File: config.mk
export PLATFORM = sky130hd
export DESIGN_NAME = ldm_stm_seq
export DESIGN_NICKNAME = d
export VERILOG_FILES = /design/src/rtl/ldm_stm_seq.sv
export SDC_FILE = /design/constraint.sdc
export NUM_CORES = 1
export LEC_CHECK = 0
export BUFFER_PORTS_ARGS = -buffer_cell sky130_fd_sc_hd__buf_2
export CORE_ASPECT_RATIO = 1.25
export CORE_UTILIZATION = 40
export CTS_BUF_LIST = sky130_fd_sc_hd__clkbuf_8
export DETAILED_ROUTE_END_ITERATION = 10
export SYNTH_ARGS = -nofsm -noshare
export SYNTH_HDL_FRONTEND = slang
export SYNTH_SLANG_ARGS = --single-unit
File: constraint.sdc
create_clock -name clk -period 3.2 [get_ports clk]
set_input_delay 0.64 -clock clk [delete_from_list [all_inputs] [get_ports clk]]
set_output_delay 0.64 -clock clk [all_outputs]
set_load 0.02 [all_outputs]
File: src/rtl/ldm_stm_seq.sv
// Multi-cycle sequencer for Thumb STM/LDM/PUSH/POP: one data_mem word access per
// listed register, load data steered to the register file a cycle later, then one writeback cycle.
module ldm_stm_seq #(
  parameter logic [31:0] ADDR_STEP = 32'd1
) (
  input  logic        clk,
  input  logic        rst,
  input  logic        start,
  input  logic [1:0]  op,
  input  logic [8:0]  reg_list,
  input  logic [2:0]  base_idx,
  input  logic [31:0] base_addr,
  output logic        stall,
  output logic        busy,
  output logic        mem_write_en,
  output logic [31:0] mem_addr,
  output logic [6:0]  mem_opcode,
  output logic [3:0]  rf_rd_idx,
  output logic        rf_wr_en,
  output logic [3:0]  rf_wr_idx,
  output logic        base_wb_en,
  output logic [31:0] base_wb_val,
  output logic        done
);

  localparam logic [1:0] OP_STM  = 2'b00;
  localparam logic [1:0] OP_LDM  = 2'b01;
  localparam logic [1:0] OP_PUSH = 2'b10;
  localparam logic [1:0] OP_POP  = 2'b11;

  typedef enum logic [1:0] {S_IDLE, S_ISSUE, S_DRAIN, S_WB} state_t;

  state_t      state_q, state_d;
  logic [1:0]  op_q, op_d;
  logic [7:0]  list_q, list_d;
  logic [8:0]  pend_q, pend_d;
  logic [2:0]  base_idx_q, base_idx_d;
  logic [31:0] base_addr_q, base_addr_d;
  logic [31:0] span_q, span_d;
  logic [3:0]  n_q, n_d;
  logic [31:0] addr_q, addr_d;
  logic        ld_pend_q, ld_pend_d;
  logic [3:0]  ld_idx_q, ld_idx_d;

  logic [8:0]  list_in;
  logic [3:0]  n_in;
  logic [31:0] span_in;
  logic [8:0]  low_onehot;
  logic [8:0]  pend_rest;
  logic [3:0]  low_bit;
  logic [3:0]  cur_idx;
  logic        is_load;
  logic [6:0]  opcode_q;

  // Bit 8 (LR/PC) only has meaning for PUSH/POP.
  assign list_in  = op[1] ? reg_list : {1'b0, reg_list[7:0]};
  assign n_in     = 4'($countones(list_in));
  assign span_in  = {28'd0, n_in} * ADDR_STEP;

  assign low_onehot = pend_q & (~pend_q + 9'd1);
  assign pend_rest  = pend_q & ~low_onehot;
  assign is_load    = op_q[0];

  always_comb begin
    low_bit = 4'd0;
    for (int i = 0; i < 9; i++) begin
      if (low_onehot[i]) low_bit = 4'(i);
    end
  end

  assign cur_idx = (low_bit == 4'd8) ? (op_q[0] ? 4'd15 : 4'd14) : low_bit;

  always_comb begin
    case (op_q)
      OP_STM:  opcode_q = 7'b1100000;
      OP_LDM:  opcode_q = 7'b1100100;
      OP_PUSH: opcode_q = 7'b1011010;
      default: opcode_q = 7'b1011110;
    endcase
  end

  always_ff @(posedge clk or posedge rst) begin
    if (rst) begin
      state_q     <= S_IDLE;
      op_q        <= 2'd0;
      list_q      <= 8'd0;
      pend_q      <= 9'd0;
      base_idx_q  <= 3'd0;
      base_addr_q <= 32'd0;
      span_q      <= 32'd0;
      n_q         <= 4'd0;
      addr_q      <= 32'd0;
      ld_pend_q   <= 1'b0;
      ld_idx_q    <= 4'd0;
    end else begin
      state_q     <= state_d;
      op_q        <= op_d;
      list_q      <= list_d;
      pend_q      <= pend_d;
      base_idx_q  <= base_idx_d;
      base_addr_q <= base_addr_d;
      span_q      <= span_d;
      n_q         <= n_d;
      addr_q      <= addr_d;
      ld_pend_q   <= ld_pend_d;
      ld_idx_q    <= ld_idx_d;
    end
  end

  always_comb begin
    state_d      = state_q;
    op_d         = op_q;
    list_d       = list_q;
    pend_d       = pend_q;
    base_idx_d   = base_idx_q;
    base_addr_d  = base_addr_q;
    span_d       = span_q;
    n_d          = n_q;
    addr_d       = addr_q;
    ld_pend_d    = 1'b0;
    ld_idx_d     = 4'd0;
    stall        = 1'b0;
    busy         = 1'b0;
    mem_write_en = 1'b0;
    mem_addr     = 32'd0;
    mem_opcode   = 7'd0;
    rf_rd_idx    = 4'd0;
    base_wb_en   = 1'b0;
    base_wb_val  = 32'd0;
    done         = 1'b0;

    case (state_q)
      S_IDLE: begin
        if (start) begin
          stall       = 1'b1;
          op_d        = op;
          list_d      = list_in[7:0];
          pend_d      = list_in;
          base_idx_d  = base_idx;
          base_addr_d = base_addr;
          span_d      = span_in;
          n_d         = n_in;
          addr_d      = (op == OP_PUSH) ? base_addr - span_in : base_addr;
          state_d     = (n_in == 4'd0) ? S_WB : S_ISSUE;
        end
      end

      S_ISSUE: begin
        stall        = 1'b1;
        busy         = 1'b1;
        mem_addr     = addr_q;
        mem_opcode   = opcode_q;
        mem_write_en = ~is_load;
        rf_rd_idx    = is_load ? 4'd0 : cur_idx;
        // data_mem read is registered, so the destination index trails by one cycle.
        ld_pend_d    = is_load;
        ld_idx_d     = is_load ? cur_idx : 4'd0;
        addr_d       = addr_q + ADDR_STEP;
        pend_d       = pend_rest;
        if (pend_rest == 9'd0) begin
          state_d = is_load ? S_DRAIN : S_WB;
        end
      end

      S_DRAIN: begin
        stall   = 1'b1;
        busy    = 1'b1;
        state_d = S_WB;
      end

      S_WB: begin
        busy        = 1'b1;
        done        = 1'b1;
        // A loaded base register overrides the incremented address.
        base_wb_en  = (n_q != 4'd0) && !((op_q == OP_LDM) && list_q[base_idx_q]);
        base_wb_val = (op_q == OP_PUSH) ? base_addr_q - span_q : base_addr_q + span_q;
        state_d     = S_IDLE;
      end

      default: state_d = S_IDLE;
    endcase
  end

  assign rf_wr_en  = ld_pend_q;
  assign rf_wr_idx = ld_idx_q;

endmodule

==> impl_metrics.yaml <==
global_routing:
  grt_max_degree: 87
  grt-ovfl-total: 0
  antenna_found_initial: 6
  grt_pass1_vias: 8208
  grt_pass1_wl_um: 40550
  grt_usage_pct: 25.10
worst_setup_path:
  crit_required_ps: 3490
  start_kind: "input port"
  worstPathMaxFanout: 5
  path_class: "input port to register"
  end_kind: "register"
  crit_arrival_ps: 5030
synthesis:
  synthArstFlopShare_pct: 100.0
  synthXorXnorAreaFrac_pct: 5.199
  synth-simple-area-share_pct: 22.79
  synth_warnings: 0
  synth_top_family_by_area: "simple AND/OR/NAND/NOR gates"
  avgSynthCellArea_sq_um: 8.146
  synth_compound_area_share_pct: 20.01
  synth.net_count: 1072
  synth.distinct_cells: 69
  seq_area_frac_synth_pct: 30.66
  syn_inst: 972
  synth_edf_count: 0
  muxShareOfSynthArea_pct: 7.791
  synthAdderAreaFrac_pct: 8.850
  synth-seq-cells: 97
  syn_area_sq_um: 7918
  synth_ff_type: "dfrtp_1"
timing:
  final-hold-violation-count: 0
  fmax_mhz: 210.9
  slew_headroom_pct: 31.91
  setup_viol: 61
  clock_skew_ps: 7.266
  timing.final.ws_setup_ps: -1541
  final_max_slew_viol_count: 0
  fin_crit_sh_pct: 148.1
  tightest_slew_ps: 1021
  timing.final.crit_period_ps: 4741
  rsz0062_at_grt: "true"
floorplanning:
  core_area_sq_um: 19400
  initial_core_util_pct: 40.82
  num_rows: 57
  die_h_um: 159.3
  fp.dieArea_sq_um: 20360
  die_w_um: 127.8
  io_pins: 134
clock_tree:
  cts_tree: "done"
  root_buffer: "clkbuf_8"
  cts-htree-levels: 3
  hold_buffers: 0
  cts_sinks: 97
  clk_pin_slew_ps: 100
  cts_buffers: 9
  clock_path_buffers: 2
  clk_latency_ps: 380
routing:
  viasPerCell: 5.398
  drc: 0
  drt.antenna.violating_nets: 0
  drtIter0Drc: 372
  first_pass_iters: 5
  wl_per_cell_um: 17.24
  routed_wl_um: 26840
  vias: 8405
layout:
  layout-drive-gt1-share_pct: 48.76
  nets: 1383
  layout_common_cells: "buf_4 (189), buf_2 (104), dfrtp_1 (95)"
  syn2layout_area_growth_pct: 56.53
  fillers: 1623
  final_common_cell: "buf_4"
  regArea_sq_um: 2430
  multi_input_area_sq_um: 6695
place:
  pre_cts_ws_ps: -2077
  routabilityCongestion: 0.8860
  io_buffers: 132
  dp_hpwl_um: 18700
outcome:
  violations: "setup timing"
  status: "complete, but fails checks"
run:
  cap_viol_max_count: 0
min_path:
  hp-class: "input port to asynchronous set/reset pin"
path summary, 6_finish.rpt:
path                                       startpoint                        end  slack [ps]  cells past startpoint
worst max-delay path                      reg_list[0]     addr_q[29]$_DFFE_PP0P_       -1540                     16
worst min-delay path                              rst  base_idx_q[2]$_DFFE_PP0P_         480                      2
worst max register to register  addr_q[0]$_DFFE_PP0P_     addr_q[28]$_DFFE_PP0P_         800                      8
worst min register to register  list_q[6]$_DFFE_PP0P_      list_q[6]$_DFFE_PP0P_         500                      2
max in group asynchronous                         rst     addr_q[15]$_DFFE_PP0P_        1950                      3
min in group clk                          base_idx[0]  base_idx_q[0]$_DFFE_PP0P_         490                      2
state kept, by name, summed over array words and instances (netlist names):
register / cells
rf_wr_idx: 4
state_q: 2
addr_q: 32
base_addr_q: 32
rf_wr_en: 1
span_q: 4
list_q: 8
op_q: 2
pend_q: 9
base_idx_q: 3
cell families (layout without fill, tap and decap cells):
group / count (synthesis) / count (layout)
adders and majority gates: 52 / 52
AOI/OAI and AO/OA: 265 / 265
xor gates and xnor gates: 47 / 47
buffers and inverters: 93 / 408
DFF: 97 / 97
muxes: 54 / 54
and+or+nand+nor: 363 / 364
other: 1 / 5
cell usage after synthesis (7+ instances only):
master / instances / share of area [%]
dfrtp_1: 97 / 31
xnor2_1: 35 / 3.9
o21a_1: 11 / 1.0
nor2b_1: 12 / 0.95
fa_1: 7 / 1.8
a31oi_1: 11 / 0.87
clkbuf_1: 35 / 1.7
nand3_1: 26 / 1.6
nor4_1: 7 / 0.55
ha_1: 44 / 7.0
nor2_1: 83 / 3.9
nand2_1: 106 / 5.0
and2_1: 40 / 3.2
nor3_1: 23 / 1.5
inv_1: 48 / 2.3
mux2i_1: 11 / 1.4
a21o_1: 14 / 1.3
and3_1: 8 / 0.63
nand2b_1: 15 / 1.2
mux2_2: 41 / 5.8
or2_2: 7 / 0.55
or4_1: 8 / 0.76
a21oi_1: 91 / 5.8
o21ai_0: 80 / 5.1
xor2_1: 12 / 1.3
per-layer routing:
layer	global-route usage, %	up-vias	part of all wire [%]
met5	0	-	0.048
met4	9.840	2	3.4
met3	3.864	62	3.7
met2	45.26	195	54
met1	29.48	4082	39
li1	-	4064	-
stage by stage:
stage	setup TNS, ps	instance area [sq um]	hold slack [ps]	util (%)	cells
5_1_grt	-61960	12390	461.9	63.86	1555
3_3_place_gp	-59030	10230	470.0	52.75	1485
4_1_cts	-53600	11540	463.7	59.51	1534
3_5_place_dp	-62610	10230	480.6	52.75	1485
2_1_floorplan	-44120	8223	444.6	-	972
6_report	-54390	12390	480.1	63.89	1557
cell type report:
type	instances	share of cell area, %
multi-input combinational	783	54.02
timing repair buffer	344	20.53
sequential	97	19.61
tap	265	2.675
inverter	48	1.494
clock buffer	10	1.111
clock inverter	6	0.4846
antenna	4	0.08077
worst max-delay path, cell delays in order:
cell and delay, ps:
buf_6 100, fa_1 530, inv_1 50, fa_1 500
fa_1 440, fa_2 380, fa_2 580, buf_6 110
ha_4 180, nor3b_1 130, o21a_1 180, o21ai_2 160
or4b_4 580, nor2_4 130, xnor2_2 70, a221oi_2 270
timing repair:
action | CTS | global route
endpoints found under the setup margin | 61 | 63
pin swaps | 79 | 102
endpoints found under the hold margin | 0 | 0
buffers inserted | 38 | 27
gates resized for setup | 199 | 144
gates cloned | 1 | 0
Power is left out: the tool's default activity adds up to more than one toggle a clock period on the data nets, which glitch-free logic cannot reach.
